### src/rtl/nitc_mem_pkg.sv
// Shared definitions for the two-port memory arbiter.
//   - Default widths and read latency used by the arbiter and its interface.
//   - Owner encoding: OWN_CPU = 0, OWN_HOST = 1. This is also the bit index of
//     each requester in the two-bit request vector.
//   - FSM state type for the single outstanding access.
package nitc_mem_pkg;

    localparam int unsigned DEF_DATA_W   = 16;
    localparam int unsigned DEF_ADDR_W   = 16;
    localparam int unsigned DEF_READ_LAT = 1;

    // Wide enough for the largest legal read latency (4).
    localparam int unsigned LAT_W = 3;

    localparam logic OWN_CPU  = 1'b0;
    localparam logic OWN_HOST = 1'b1;

    typedef enum logic [1:0] {
        StIdle  = 2'd0,
        StIssue = 2'd1,
        StWait  = 2'd2
    } arb_state_e;

endpackage

### src/rtl/mem_arbiter_if.sv
// Bundle of the signals that connect the arbiter to the core, the host loader
// and the shared memory.
//   cpu_*  : core request channel (req/we/adr/wdata in, ack/rdata out)
//   host_* : loader request channel, plus host_lock for exclusive access
//   mem_*  : single-port memory bus (en/we/adr/wdata out, rdata in)
//   busy   : an access is in flight
//   owner  : requester that owns the access in flight (0 = CPU, 1 = HOST)
// Modport slave is the arbiter side. Modport master is the requester/memory side.
interface mem_arbiter_if #(
    parameter int unsigned DATA_W = nitc_mem_pkg::DEF_DATA_W,
    parameter int unsigned ADDR_W = nitc_mem_pkg::DEF_ADDR_W
);
    logic              cpu_req;
    logic              cpu_we;
    logic [ADDR_W-1:0] cpu_adr;
    logic [DATA_W-1:0] cpu_wdata;
    logic              cpu_ack;
    logic [DATA_W-1:0] cpu_rdata;

    logic              host_req;
    logic              host_we;
    logic              host_lock;
    logic [ADDR_W-1:0] host_adr;
    logic [DATA_W-1:0] host_wdata;
    logic              host_ack;
    logic [DATA_W-1:0] host_rdata;

    logic              mem_en;
    logic              mem_we;
    logic [ADDR_W-1:0] mem_adr;
    logic [DATA_W-1:0] mem_wdata;
    logic [DATA_W-1:0] mem_rdata;

    logic              busy;
    logic              owner;

    modport slave (
        input  cpu_req, cpu_we, cpu_adr, cpu_wdata,
        output cpu_ack, cpu_rdata,
        input  host_req, host_we, host_lock, host_adr, host_wdata,
        output host_ack, host_rdata,
        output mem_en, mem_we, mem_adr, mem_wdata,
        input  mem_rdata,
        output busy, owner
    );

    modport master (
        output cpu_req, cpu_we, cpu_adr, cpu_wdata,
        input  cpu_ack, cpu_rdata,
        output host_req, host_we, host_lock, host_adr, host_wdata,
        input  host_ack, host_rdata,
        input  mem_en, mem_we, mem_adr, mem_wdata,
        output mem_rdata,
        input  busy, owner
    );

endinterface

### src/rtl/rr_arbiter2.sv
// Combinational two-way round-robin choice.
//   req        : eligible requests, bit OWN_CPU = core, bit OWN_HOST = loader
//   last_grant : owner of the previous grant
//   valid      : at least one request present
//   grant      : chosen owner. On a tie, the requester not granted last wins.
module rr_arbiter2
    import nitc_mem_pkg::*;
(
    input  logic [1:0] req,
    input  logic       last_grant,
    output logic       valid,
    output logic       grant
);

    always_comb begin
        valid = |req;
        grant = OWN_CPU;
        case (req)
            2'b01:   grant = OWN_CPU;
            2'b10:   grant = OWN_HOST;
            2'b11:   grant = ~last_grant;
            default: grant = OWN_CPU;
        endcase
    end

endmodule

### src/rtl/mem_arbiter.sv
// Arbitrates a core and a host loader onto one single-port memory. Only one
// access is outstanding at a time.
//   clk   : rising-edge clock
//   reset : asynchronous, active-low reset
//   bus   : mem_arbiter_if.slave carrying the core, host and memory channels
// Write: request seen in IDLE at T, then mem_en and ack at T+1.
// Read:  request seen in IDLE at T, mem_en at T+1, then ack and rdata at T+1+READ_LAT.
// READ_LAT is legal in the range 1..4.
module mem_arbiter
    import nitc_mem_pkg::*;
#(
    parameter int unsigned DATA_W   = DEF_DATA_W,
    parameter int unsigned ADDR_W   = DEF_ADDR_W,
    parameter int unsigned READ_LAT = DEF_READ_LAT
) (
    input logic          clk,
    input logic          reset,
    mem_arbiter_if.slave bus
);

    localparam logic [LAT_W-1:0] LatLoad = LAT_W'(READ_LAT);
    localparam logic [LAT_W-1:0] LatOne  = LAT_W'(1);
    localparam logic [LAT_W-1:0] LatTwo  = LAT_W'(2);

    arb_state_e        state_q;
    logic [LAT_W-1:0]  cnt_q;
    logic              last_grant_q;
    logic              owner_q;
    logic              we_q;
    logic [ADDR_W-1:0] adr_q;
    logic [DATA_W-1:0] wdata_q;
    logic              mem_en_q;
    logic              mem_we_q;
    logic              cpu_ack_q;
    logic              host_ack_q;
    logic [DATA_W-1:0] cpu_rdata_q;
    logic [DATA_W-1:0] host_rdata_q;

    logic [1:0]        elig;
    logic              gnt_valid;
    logic              gnt;
    logic              sel_we;
    logic [ADDR_W-1:0] sel_adr;
    logic [DATA_W-1:0] sel_wdata;
    logic              rd_done;

    // A held lock shuts the core out. It is only consulted when a grant is made,
    // so a core access already in flight still completes.
    assign elig[OWN_CPU]  = bus.cpu_req & ~bus.host_lock;
    assign elig[OWN_HOST] = bus.host_req;

    rr_arbiter2 u_rr (
        .req        (elig),
        .last_grant (last_grant_q),
        .valid      (gnt_valid),
        .grant      (gnt)
    );

    always_comb begin
        sel_we    = bus.cpu_we;
        sel_adr   = bus.cpu_adr;
        sel_wdata = bus.cpu_wdata;
        if (gnt == OWN_HOST) begin
            sel_we    = bus.host_we;
            sel_adr   = bus.host_adr;
            sel_wdata = bus.host_wdata;
        end
    end

    always_ff @(posedge clk or negedge reset) begin
        if (!reset) begin
            state_q      <= StIdle;
            cnt_q        <= '0;
            last_grant_q <= OWN_HOST;
            owner_q      <= OWN_CPU;
            we_q         <= 1'b0;
            adr_q        <= '0;
            wdata_q      <= '0;
            mem_en_q     <= 1'b0;
            mem_we_q     <= 1'b0;
            cpu_ack_q    <= 1'b0;
            host_ack_q   <= 1'b0;
            cpu_rdata_q  <= '0;
            host_rdata_q <= '0;
        end else begin
            // Strobes default low. Each state raises them for one cycle only.
            mem_en_q   <= 1'b0;
            mem_we_q   <= 1'b0;
            cpu_ack_q  <= 1'b0;
            host_ack_q <= 1'b0;
            case (state_q)
                StIdle: begin
                    if (gnt_valid) begin
                        state_q      <= StIssue;
                        owner_q      <= gnt;
                        last_grant_q <= gnt;
                        we_q         <= sel_we;
                        adr_q        <= sel_adr;
                        wdata_q      <= sel_wdata;
                        mem_en_q     <= 1'b1;
                        mem_we_q     <= sel_we;
                        // A write completes in its issue cycle, so its ack is
                        // raised together with mem_en.
                        cpu_ack_q    <= sel_we & (gnt == OWN_CPU);
                        host_ack_q   <= sel_we & (gnt == OWN_HOST);
                    end
                end
                StIssue: begin
                    if (we_q) begin
                        state_q <= StIdle;
                    end else begin
                        state_q <= StWait;
                        cnt_q   <= LatLoad;
                        if (LatLoad == LatOne) begin
                            cpu_ack_q  <= (owner_q == OWN_CPU);
                            host_ack_q <= (owner_q == OWN_HOST);
                        end
                    end
                end
                StWait: begin
                    cnt_q <= cnt_q - LatOne;
                    if (cnt_q == LatOne) begin
                        state_q <= StIdle;
                        if (owner_q == OWN_CPU) begin
                            cpu_rdata_q <= bus.mem_rdata;
                        end else begin
                            host_rdata_q <= bus.mem_rdata;
                        end
                    end else if (cnt_q == LatTwo) begin
                        // Arm the ack so that it coincides with the final WAIT cycle.
                        cpu_ack_q  <= (owner_q == OWN_CPU);
                        host_ack_q <= (owner_q == OWN_HOST);
                    end
                end
                default: state_q <= StIdle;
            endcase
        end
    end

    // Final WAIT cycle. Read data is valid on mem_rdata in this cycle and is
    // passed straight through so that it lines up with the ack. The registered
    // copy then holds it until the same port completes another read.
    assign rd_done = (state_q == StWait) && (cnt_q == LatOne);

    assign bus.cpu_rdata  = (rd_done && owner_q == OWN_CPU) ? bus.mem_rdata : cpu_rdata_q;
    assign bus.host_rdata = (rd_done && owner_q == OWN_HOST) ? bus.mem_rdata : host_rdata_q;

    assign bus.cpu_ack   = cpu_ack_q;
    assign bus.host_ack  = host_ack_q;
    assign bus.mem_en    = mem_en_q;
    assign bus.mem_we    = mem_we_q;
    assign bus.mem_adr   = adr_q;
    assign bus.mem_wdata = wdata_q;
    assign bus.busy      = (state_q != StIdle);
    assign bus.owner     = owner_q;

endmodule

### src/flat_wrapper.sv
// flat-port wrapper written by rule: the top's interface ports become plain ports
module mem_arbiter_flat import nitc_mem_pkg::*;
#(
    parameter int unsigned DATA_W   = DEF_DATA_W,
    parameter int unsigned ADDR_W   = DEF_ADDR_W,
    parameter int unsigned READ_LAT = DEF_READ_LAT
)
  (clk, reset, bus_cpu_req, bus_cpu_we, bus_cpu_adr, bus_cpu_wdata, bus_cpu_ack, bus_cpu_rdata, bus_host_req, bus_host_we, bus_host_lock, bus_host_adr, bus_host_wdata, bus_host_ack, bus_host_rdata, bus_mem_en, bus_mem_we, bus_mem_adr, bus_mem_wdata, bus_mem_rdata, bus_busy, bus_owner);
  mem_arbiter_if #(.DATA_W(DATA_W), .ADDR_W(ADDR_W)) bus_i ();
  input logic clk;
  input logic reset;
  input wire logic [$bits(bus_i.cpu_req)-1:0] bus_cpu_req;
  input wire logic [$bits(bus_i.cpu_we)-1:0] bus_cpu_we;
  input wire logic [$bits(bus_i.cpu_adr)-1:0] bus_cpu_adr;
  input wire logic [$bits(bus_i.cpu_wdata)-1:0] bus_cpu_wdata;
  output wire logic [$bits(bus_i.cpu_ack)-1:0] bus_cpu_ack;
  output wire logic [$bits(bus_i.cpu_rdata)-1:0] bus_cpu_rdata;
  input wire logic [$bits(bus_i.host_req)-1:0] bus_host_req;
  input wire logic [$bits(bus_i.host_we)-1:0] bus_host_we;
  input wire logic [$bits(bus_i.host_lock)-1:0] bus_host_lock;
  input wire logic [$bits(bus_i.host_adr)-1:0] bus_host_adr;
  input wire logic [$bits(bus_i.host_wdata)-1:0] bus_host_wdata;
  output wire logic [$bits(bus_i.host_ack)-1:0] bus_host_ack;
  output wire logic [$bits(bus_i.host_rdata)-1:0] bus_host_rdata;
  output wire logic [$bits(bus_i.mem_en)-1:0] bus_mem_en;
  output wire logic [$bits(bus_i.mem_we)-1:0] bus_mem_we;
  output wire logic [$bits(bus_i.mem_adr)-1:0] bus_mem_adr;
  output wire logic [$bits(bus_i.mem_wdata)-1:0] bus_mem_wdata;
  input wire logic [$bits(bus_i.mem_rdata)-1:0] bus_mem_rdata;
  output wire logic [$bits(bus_i.busy)-1:0] bus_busy;
  output wire logic [$bits(bus_i.owner)-1:0] bus_owner;
  assign bus_i.cpu_req = bus_cpu_req;
  assign bus_i.cpu_we = bus_cpu_we;
  assign bus_i.cpu_adr = bus_cpu_adr;
  assign bus_i.cpu_wdata = bus_cpu_wdata;
  assign bus_cpu_ack = bus_i.cpu_ack;
  assign bus_cpu_rdata = bus_i.cpu_rdata;
  assign bus_i.host_req = bus_host_req;
  assign bus_i.host_we = bus_host_we;
  assign bus_i.host_lock = bus_host_lock;
  assign bus_i.host_adr = bus_host_adr;
  assign bus_i.host_wdata = bus_host_wdata;
  assign bus_host_ack = bus_i.host_ack;
  assign bus_host_rdata = bus_i.host_rdata;
  assign bus_mem_en = bus_i.mem_en;
  assign bus_mem_we = bus_i.mem_we;
  assign bus_mem_adr = bus_i.mem_adr;
  assign bus_mem_wdata = bus_i.mem_wdata;
  assign bus_i.mem_rdata = bus_mem_rdata;
  assign bus_busy = bus_i.busy;
  assign bus_owner = bus_i.owner;
  mem_arbiter #(.DATA_W(DATA_W), .ADDR_W(ADDR_W), .READ_LAT(READ_LAT)) u_core (.clk(clk), .reset(reset), .bus(bus_i));
endmodule
### config.mk
export PLATFORM = sky130hd
export DESIGN_NAME = mem_arbiter_flat
export DESIGN_NICKNAME = d
export VERILOG_FILES = /design/src/rtl/nitc_mem_pkg.sv /design/src/rtl/mem_arbiter_if.sv /design/src/rtl/rr_arbiter2.sv /design/src/rtl/mem_arbiter.sv /design/src/flat_wrapper.sv
export SDC_FILE = /design/constraint.sdc
export NUM_CORES = 1
export LEC_CHECK = 0
export CORE_MARGIN = 2
export CORE_UTILIZATION = 48
export DETAILED_ROUTE_END_ITERATION = 12
export GPL_ROUTABILITY_DRIVEN = 1
export HOLD_SLACK_MARGIN = 0.15
export PLACE_DENSITY = 0.85
export SLEW_MARGIN = 20
export SYNTH_ARGS = -nofsm -noshare
export SYNTH_HDL_FRONTEND = slang
export SYNTH_SLANG_ARGS = --single-unit
### constraint.sdc
create_clock -name clk -period 4.43 [get_ports clk]
set_input_delay 1.1075 -clock clk [delete_from_list [all_inputs] [get_ports clk]]
set_output_delay 1.1075 -clock clk [all_outputs]
set_load 0.02 [all_outputs]
Word-level counts from Yosys, hierarchy flattened
Index checks and enable logic that the tools add are counted.
{"block": "word_totals", "memories": 0, "reg_bits": 76, "wordCells": 68, "inputBits": 87, "latch_bits": 0, "ram_bits": 0, "romBits": 0, "out_inout_bits": 70}
{"block": "classes", "div_mod_pow": 0, "n_reduce_logical": 12, "multipliers": 0, "n_eq_ne": 9, "n_addsub": 1, "shifts": 0, "magnitude_cmp": 0, "n_bitwise": 7, "mux": 26}
{"operator": "$mux W16", "n": 4}
{"operator": "$mux W1", "n": 13}
{"operator": "$eq A2 B2 Y1 const B", "n": 3}
{"operator": "$mux W2", "n": 3}
{"operator": "$pmux W1 S3", "n": 2}
{"operator": "$pmux W2 S3", "n": 1}
{"operator": "$pmux W3 S2", "n": 1}
{"operator": "$reduce_and A2 Y1", "n": 3}
{"operator": "$reduce_and A3 Y1", "n": 2}
{"operator": "$ne A2 B1 Y1 const B", "n": 2}
{"operator": "$not A1 Y1", "n": 4}
{"operator": "$reduce_bool A2 Y1", "n": 2}
{"operator": "$and A1 B1 Y1", "n": 3}
{"operator": "$eq A3 B1 Y1 const B", "n": 1}
{"operator": "$eq A3 B2 Y1 const B", "n": 1}
{"operator": "$logic_and A1 B1 Y1", "n": 3}
{"operator": "$mux W3", "n": 1}
{"operator": "$sub A3 B1 Y3 const B", "n": 1}
{"operator": "$eq A2 B1 Y1 const B", "n": 1}
{"operator": "$logic_not A2 Y1", "n": 1}
{"operator": "$ne A2 B2 Y1 const B", "n": 1}
{"operator": "$pmux W1 S2", "n": 1}
{"operator": "$reduce_or A2 Y1", "n": 1}

Longest topological paths before layout
Gate-level depths: netlist of the first run.
{"block": "depth", "depth_word": 8, "mapped_depth": 7, "mapped_depth_nobuf": 5}

Cells and area by module
A second synthesis of the first run with hierarchy kept.
{"block": "unflattened", "cells_unflattened": 299, "area_unflattened_um2": 3781.1}
{"mod": "mem_arbiter", "instances": 1, "area_per_inst_um2": 3767.4, "cells_each": 297}
{"mod": "rr_arbiter2", "instances": 1, "area_per_inst_um2": 13.8, "cells_each": 2}

Worst setup path before layout of the first run
No wires, ideal clock.
{"block": "synth_timing", "kind": "register to output", "start": "register u_core.cnt_q[1]", "end": "output bus_host_rdata[0]", "t_arrival_ps": 1613, "path_stages_with_launch": 8, "t_required_ps": 3323, "setup_slack_ps": 1710, "path_cell_list": "dfrtp_1 > inv_1 > ha_1 > nand2b_1 > or3_1 > buf_2 > buf_6 > mux2_4"}
{"block": "synth_between", "elab_chain_len": 4}
{"element": "start: declaration", "line_no": "mem_arbiter.sv:26", "text": "logic [LAT_W-1:0] cnt_q;"}
{"element": "start signal: assignment", "line_no": "mem_arbiter.sv:113", "text": "cnt_q <= LatLoad;"}
{"element": "start signal: assignment", "line_no": "mem_arbiter.sv:121", "text": "cnt_q <= cnt_q - LatOne;"}
{"element": "$eq A3 B1 Y1", "line_no": "mem_arbiter.sv:143", "text": "assign rd_done = (state_q == StWait) && (cnt_q == LatOne);"}
{"element": "$logic_and A1 B1 Y1", "line_no": "mem_arbiter.sv:143"}
{"element": "$logic_and A1 B1 Y1", "line_no": "mem_arbiter.sv:146", "text": "assign bus.host_rdata = (rd_done && owner_q == OWN_HOST) ? bus.mem_rdata : host_rdata_q;"}
{"element": "$mux W16", "line_no": "mem_arbiter.sv:146"}
{"element": "end: declaration", "line_no": "flat_wrapper.sv:24", "text": "output wire logic [$bits(bus_i.host_rdata)-1:0] bus_host_rdata;"}
No other way between the ends.

Worst setup path after layout of the first run
{"block": "layout_timing", "start": "register u_core.cnt_q[1]", "end": "output bus_host_rdata[12]"}
The elaborated chain is that of the path after synthesis.

==> summary by stage, run 1 <==
Outcome
The flow ran to the end, and the final reports show no timing, DRC or antenna violations.

Power
The worst ir drop on vdd is 0.352 mV. Total power for the finished layout comes to 4.14 mW. The power density over the cells is 695 mW/mm2. The static leakage power is 2.50 nW.

Timing
The maximum achievable frequency is 245 MHz. Setup violations remaining at the end of the flow were counted as 0. Headroom to the max-slew limit came out at 26.2%. The hold violation count in the final report is 0. Across all hold checks on the routed design, the worst slack comes to 505 ps. The final setup TNS is 0 ps. The number of max-slew violations in the final report was 0. The transition time at the pin with the least slew margin is 1110 ps. Setup repair after global routing left no endpoint under its margin.

The post-layout minimum cycle time is 4080 ps. On the final layout, the worst clock skew is 8.69 ps. Of the available clock period, the critical path in the final layout requires 92.2%.

Worst setup path
The critical path goes through inv_1 -> ha_1 -> nand2b_1 -> or3_2 -> mux2_4 -> clkdlybuf4s50_1. STA puts the critical path data arrival time at 2980 ps. The highest cell delay on the worst timing path is 860 ps. STA classifies the critical path startpoint as a flip-flop. At the worst endpoint, the required time is 3320 ps. The critical path in this run is classified as reg -> out. STA classifies the critical path endpoint as an output port. The largest fanout of any net on the critical path is 32. The highest-delay cell along the critical path is sky130_fd_sc_hd__or3_2.

Floorplan
From bottom edge to top edge, the die measures 96.6 um. The die is 96.6 um wide. The number of placed I/O pins is 157. The die covers 0.00933 mm2. The area of the core region is 0.00826 mm2. Once the floorplan was initialized, standard cells occupied 49.8% of the core. The standard-cell row count is 33.

Clock network
Hold repair after CTS inserted 0 buffers. Counting every sink on the clock net gives 76. The maximum count of clock buffers along a single path is 2.

The CTS tree is done. The CTS buffer count is 9. In this run the number of H-tree levels came out at 3. The count of cells resized by post-cts repair is 0. The root cell of the clock tree is sky130_fd_sc_hd__clkbuf_8.

After clock tree synthesis, the clock-pin slew on the worst setup and hold paths is 80 ps. The post-CTS setup-driven buffer insertion count is 0. Clock latency on the worst-skew pair, taken at its later pin, is 340 ps.

Logic synthesis
After synthesis, the mean cell area works out to 11.9 um2. Of the total synthesized cell area, the portion taken by full adders, half adders and majority gates is 0.912%. The number of nets produced by synthesis is 437. Multiplexer cells account for 20.8% of the synthesized area.

The leading area contributor after synthesis is sky130_fd_sc_hd__dfrtp_1. Synthesis instantiated 32 different standard cells from the library. The most frequently used flop master after synthesis is sky130_fd_sc_hd__dfrtp_1. The cell with the most instances after synthesis is sky130_fd_sc_hd__dfrtp_1. Summing the sequential cell areas from Yosys gives 46.3% of the chip area.

The synthesis-stage register bit count is 76. Summing the areas of all xor and xnor instances in the mapped netlist gives 0% of the synthesized area. Of all flip-flops after synthesis, the portion carrying an async set or reset was 100%. The main combinational cell family by area after synthesis is multiplexers. After synthesis, the largest area contributor takes up 45.6% of total cell area. Ranked by total cell area, the synthesized netlist is headed by sky130_fd_sc_hd__dfrtp_1, sky130_fd_sc_hd__mux2_4, sky130_fd_sc_hd__mux2_2, sky130_fd_sc_hd__a221oi_1, sky130_fd_sc_hd__a2bb2oi_1.

The number of warnings reported in the yosys synthesis log is 0. Summing the areas of all compound-gate instances in the mapped netlist gives 20.3% of the synthesized area. The cell area after technology mapping is 0.00411 mm2. Of the total synthesized cell area, the portion taken by AND, OR, NAND and NOR gates is 7.24%. Synthesis produced 347 cells. After synthesis, the most frequently instantiated cells are sky130_fd_sc_hd__dfrtp_1, sky130_fd_sc_hd__o21ai_0, sky130_fd_sc_hd__mux2_2. The synthesized design contains 0 enable-type register cells.

Placement
The half-perimeter wire length after detailed placement is 7460 um. The standard cell area after detailed placement is 0.00570 mm2. The number of port buffers is 156.

The global placement routability congestion is 0.761.

Global route
The number of antenna violations at the first check in global routing is 0. The total overflow left after global routing is 0. The first-pass GRT wire length is 16,600 um. The total routing usage reported by global routing is 23.0%. The number of global-route vias before repair is 3,393. The pin count of the biggest net entering global routing is 77.

Cells and area
The layout overhead on the synthesized area is 44.9%. The number of inserted diodes is 0. The final layout contains 576 nets. The post-layout instance area is 0.00596 mm2.

Counting the fill cells in the layout gives 582. Cells fill 72.2% of the core in the end. The layout cell share with drive strength beyond 1 is 18.7%.

Detailed routing
The remaining routing DRC violations is 0. The first routing iteration left 102 violations. In the final routed layout, each cell accounts on average for 18.5 um.

Once detail routing completed, the nets flagged for antenna violations numbered 0. The routed design has 11,000 um of wire. Using the TritonRoute via totals, the vias-per-cell ratio works out to 5.77.

The via count is 3,436. The first detailed-routing pass ran for 5 iterations.

Hold path
The classification of the worst-slack hold path is reg -> reg.

Flow run
Across the run, the number of max-cap violations was 0.
==> through the flow <==
| step | instances | setup WS [ps] |
|---|---|---|
| final | 596 | 346 |
| after global routing | 596 | 201 |
| after CTS | 596 | 318 |
| after detailed placement | 580 | 704 |
| after global placement | 580 | 778 |
| after floorplan | 347 | 1710 |
==> sequential cells by signal (all words and copies together) (netlist names) <==
signal                flops
u_core.bus.cpu_ack        1
u_core.bus.host_ack       1
u_core.bus.mem_adr       16
u_core.bus.mem_en         1
u_core.bus.mem_wdata     16
u_core.bus.mem_we         1
u_core.bus.owner          1
u_core.cnt_q              3
u_core.cpu_rdata_q       16
u_core.host_rdata_q      16
u_core.last_grant_q       1
u_core.state_q            2
u_core.we_q               1
==> power by group <==
part           internal (mW)  total, mW  switching [mW]  leakage [nW]
combinational           1.21       2.20           0.990          1.49
clock                  0.433      0.690           0.257         0.127
sequential              1.03       1.25           0.219         0.890
==> layout by cell type, fill, tap and decap left out, types with 4 or more instances in the layout <==
cell type / synthesis / final
sky130_fd_sc_hd__a221oi_1: 33 / 33
sky130_fd_sc_hd__a2bb2oi_1: 33 / 33
sky130_fd_sc_hd__and2_1: 33 / 33
sky130_fd_sc_hd__buf_4: 0 / 7
sky130_fd_sc_hd__bufinv_16: 0 / 4
sky130_fd_sc_hd__clkbuf_8: 0 / 9
sky130_fd_sc_hd__clkdlybuf4s50_1: 0 / 155
sky130_fd_sc_hd__dfrtp_1: 75 / 75
sky130_fd_sc_hd__inv_1: 5 / 4
sky130_fd_sc_hd__mux2_2: 34 / 34
sky130_fd_sc_hd__mux2_4: 30 / 30
sky130_fd_sc_hd__nor2_1: 5 / 5
sky130_fd_sc_hd__o21ai_0: 35 / 35
==> area by class of cell <==
cell class              instances  area, um2  area share [%]
clock buffers                  10        128            2.14
clock inverters                 6        136            2.29
inverters                       7       26.3           0.441
multi-input cells             230       2030            34.1
flip-flops and latches         76       1900            31.9
well taps                     105        131            2.20
repair buffers                162       1600            26.9
==> logic make-up (layout without fill, tap and decap cells) <==
group,Yosys count,count (layout)
buffers and inverters,41,185
adders and majority gates,3,3
and+or+nand+nor,49,49
muxes,66,66
AOI/OAI and AO/OA,112,112
DFF,76,76
==> final timing paths <==
| kind | startpoint | to | slack, ps | cells past startpoint |
|---|---|---|---|---|
| max in group asynchronous | reset | u_core.bus.cpu_ack | 2930 | 1 |
| max | u_core.cnt_q[1] | bus_host_rdata[12] | 350 | 6 |
| max reg2reg | u_core.state_q[1] | u_core.bus.owner | 2170 | 6 |
| min | u_core.cpu_rdata_q[11] | u_core.cpu_rdata_q[11] | 510 | 1 |
| min in group asynchronous | reset | u_core.host_rdata_q[12] | 900 | 1 |
| min reg2reg | u_core.cpu_rdata_q[11] | u_core.cpu_rdata_q[11] | 510 | 1 |
==> worst max-delay path, delay by kind of cell (launching register included) <==
kind | cells | cell delay (ps)
adder cells (fa/ha/maj) | 1 | 170
buffers and inverters | 2 | 620
AND/OR/NAND/NOR | 2 | 980
flip-flops | 1 | 400
multiplexers | 1 | 450
==> per-layer routing <==
layer,global-route usage [%],vias to the layer above,share of wire [%]
met1,30.2,1660,43
li1,-,1576,-
met5,0,-,0
met4,8.10,0,1.3
met2,37.4,186,47
met3,5.43,14,8.7
No activity file was read; power rests on OpenSTA's default activity.
==> run 2: changes to the inputs <==
--- a/config.mk
+++ b/config.mk
@@ -6,11 +6,11 @@
 export NUM_CORES = 1
 export LEC_CHECK = 0
 export CORE_MARGIN = 2
-export CORE_UTILIZATION = 48
+export CORE_UTILIZATION = 45
 export DETAILED_ROUTE_END_ITERATION = 12
 export GPL_ROUTABILITY_DRIVEN = 1
 export HOLD_SLACK_MARGIN = 0.15
-export PLACE_DENSITY = 0.85
+export PLACE_DENSITY = 0.81
 export SLEW_MARGIN = 20
 export SYNTH_ARGS = -nofsm -noshare
 export SYNTH_HDL_FRONTEND = slang
==> constraint.sdc (replaced) <==
create_clock -name clk -period 3.9 [get_ports clk]
set_input_delay 0.975 -clock clk [delete_from_list [all_inputs] [get_ports clk]]
set_output_delay 0.975 -clock clk [all_outputs]
set_load 0.02 [all_outputs]
==> run 2 against run 1 <==
Cell area fell by 0.84%. Total power increased by 8.1%. Clock skew increased by 0.84 ps. Worst setup slack worse by 21 ps. Routed wire length shrank 2.8%. Sequential power grew 13%. Non-clock buffer count is 3 higher. Register-to-register slack worse by 520 ps. Highest routed layer unchanged.
==> summary by stage, run 2 (synthesis gave the netlist of run 1 again) <==
Floorplan
The area of the core region was 0.00881 mm2 (+6.6%). The standard-cell row count came to 34 (+3.0%). The overall die width came to 99.6 um (+3.1%).

The area of the die is 0.00992 mm2 (+6.4%). The starting density of the core came to 46.7% (-3.1 points). The number of placed I/O pins is 157 (unchanged).

The height of the chip came to 99.6 um (+3.1%).

Clock network
The clock insertion delay at the later pin of the skew report is 340 ps (about the same). The count of hold buffers inserted by post-cts repair is 0 (unchanged). The count of cells resized by post-cts repair was 0 (unchanged).

The post-CTS clock slew at the launch and capture registers of the worst setup and hold paths is 80 ps (about the same). The number of clock sinks seen by CTS is 76 (unchanged). TritonCTS built the clock tree. The maximum count of clock buffers along a single path came to 2 (unchanged). The CTS buffer count is 9 (unchanged). The depth of the CTS H-tree is 3 (unchanged). The post-CTS setup-driven buffer insertion count is 0 (unchanged). The tree is rooted in a sky130_fd_sc_hd__clkbuf_8.

Power
The cell-internal power is 2.84 mW (+6.3%). The combinational power share is 55.7% (+2.6 points). The worst ir drop on vdd is 0.330 mV (-6.2%).

The net switching power figure was 1.63 mW (+11%). The static leakage power is 2.49 nW (-0.56%). The power density over the cells is 757 mW/mm2 (+9.0%). The switching share of total power is 36.5% (+1.1 points). The power share of the sequential group is 31.5% (+1.3 points). The fraction of power consumed by the clock network came to 12.8% (-3.9 points).

Timing
The final number of setup-violating endpoints is 0 (unchanged). The final-layout worst hold slack was 504 ps (-0.996 ps). The clock skew is 9.53 ps (+0.845 ps). The worst max-slew margin expressed relative to the limit is 37.3% (+11 points). Setup repair after global routing left no endpoint under its margin.

The final critical path takes up 91.7% of the cycle. Counting I/O delays and the setup requirement, the final critical path takes 3580 ps. The hold violation count in the final report came to 0 (unchanged). The number of max-slew violations in the final report is 0 (unchanged). The transition time at the pin with the least slew margin was 940 ps (-168 ps). The final setup TNS is 0 ps (unchanged). Timing would allow up to 280 MHz.

Worst setup path
The critical path starts at u_core.cnt_q[1]. The worst setup path is of the reg -> out kind. The required arrival time at the worst endpoint is 2920 ps (-400 ps). The data arrival time of the worst path is 2600 ps (-380 ps). In this run the critical register-to-register path is launched from u_core.state_q[1]. The count of cells along the worst register-to-register path is 7 (+1).

The worst setup path is launched from a flip-flop. STA classifies the critical path endpoint as an output port. The largest fanout of any net on the critical path is 32 (unchanged).

Detailed routing
The detailed-route wire length is 10,700 um (-2.8%). The post-detailed-route count of antenna-violating nets is 0 (unchanged). The via count is 3,415 (-0.61%).

The number of DRC markers after the initial detailed-route iteration came to 94 (-7.8%). The first-pass detailed-route iteration total is 4 (-1). The remaining routing DRC violations is 0 (unchanged). The mean routed wirelength per cell was 17.8 um (-3.7%). The detailed-route vias per instance is 5.67 (-1.6%).

Placement
The number of port buffers came to 156 (unchanged). The number of placed instances, taps included is 586 (+1.0%). The global placement routability congestion is 0.812 (+6.7%). The half-perimeter wire length after detailed placement is 7420 um (-0.50%). The standard cell area after detailed placement was 0.00572 mm2 (+0.46%).

Global route
The total routing usage reported by global routing is 21.6% (-1.4 points). The pin count of the biggest net entering global routing is 77 (unchanged). The number of global-route vias before repair is 3,418 (+0.74%). The remaining global-route overflow is 0 (unchanged). The first-pass GRT wire length is 17,000 um (+2.7%). The number of antenna violations at the first check in global routing is 0 (unchanged).

Cells and area
The layout overhead on the synthesized area is 43.7%. Leaving out fill and tap cells, the most frequent cell in the layout is sky130_fd_sc_hd__clkdlybuf4s50_1. The number of nets in the final layout was 579 (+0.52%).

In the layout the commonest cells are sky130_fd_sc_hd__clkdlybuf4s50_1, sky130_fd_sc_hd__dfrtp_1, sky130_fd_sc_hd__o21ai_0. The post-layout instance area is 0.00591 mm2 (-0.84%). The fill cell instance count of the final layout is 667 (+15%).

The layout cell share with drive strength beyond 1 is 19.0% (+0.29 points). The post-layout instance count excluding filler cells is 602 (+1.0%). The number of inserted diodes is 0 (unchanged).

Flow run
The count of maximum capacitance violations is 0 (unchanged).

Hold path
The worst hold path depth is 1 (unchanged). The classification of the worst-slack hold path is reg -> reg. The startpoint identified for the worst hold timing path is u_core.cpu_rdata_q[2].

Outcome
The run finished with clean final reports.
run 2: changes by cell type in the layout (fill, tap and decap cells not counted), sizes merged:
| cell | previous run | this run |
|---|---|---|
| buf | 7 | 10 |
| bufinv | 4 | 1 |
| clkbuf | 10 | 11 |
| clkinv | 3 | 4 |
| inv | 5 | 6 |
run 2: worst max-delay path, cell delays in order (launching register included):
cell and delay [ps]:
sky130_fd_sc_hd__dfrtp_1 400, sky130_fd_sc_hd__inv_1 90, sky130_fd_sc_hd__ha_1 160, sky130_fd_sc_hd__nand2b_1 130, sky130_fd_sc_hd__nor3_4 130, sky130_fd_sc_hd__buf_4 380
sky130_fd_sc_hd__mux2_2 390, sky130_fd_sc_hd__clkdlybuf4s50_1 560
run 2: stage by stage:
step / setup WS [ps] / utilization, % / power (mW)
after global placement: 492 / 65.0 / 3.86
after CTS: 42.8 / 67.1 / 4.50
after global routing: 182 / 67.1 / 4.73
after floorplan: 1310 / - / 2.85
after detailed placement: 430 / 65.0 / 3.92
final: 325 / 67.1 / 4.48
run 2: path summary, 6_finish.rpt:
check	end	slack, ps
setup reg to reg	u_core.bus.mem_wdata[6]	1650
hold / removal	u_core.cpu_rdata_q[2]	500
min in group asynchronous	u_core.cpu_rdata_q[4]	780
max in group asynchronous	u_core.bus.mem_adr[10]	2520
hold reg to reg	u_core.cpu_rdata_q[2]	500
setup / recovery	bus_cpu_rdata[2]	320
run 2: power by group through the flow:
stage / sequential [mW] / combinational [mW] / clock (mW)
global placement: 1.40 / 2.46 / 0
CTS: 1.41 / 2.51 / 0.582
detailed placement: 1.41 / 2.51 / 0
finish: 1.41 / 2.49 / 0.572
floorplan: 1.59 / 1.26 / 0
global route: 1.46 / 2.64 / 0.624
run 2: cell type report:
| cell class | count | area [um2] | share of cell area (%) |
|---|---|---|---|
| clock inverter | 5 | 52.6 | 0.889 |
| inverter | 7 | 26.3 | 0.444 |
| clock buffer | 11 | 131 | 2.22 |
| tap | 108 | 135 | 2.29 |
| multi-input combinational | 230 | 2040 | 34.5 |
| timing repair buffer | 165 | 1630 | 27.5 |
| sequential | 76 | 1900 | 32.2 |
run 2: routing by layer:
metal / global-route usage [%] / wire length [um] / vias to the layer above / part of all wire, %
li1: - / - / 1584 / -
met1: 28.0 / 4690 / 1657 / 44
met2: 34.1 / 4950 / 160 / 46
met3: 7.03 / 884 / 14 / 8.3
met4: 7.38 / 183 / 0 / 1.7
met5: 0 / 0 / - / 0
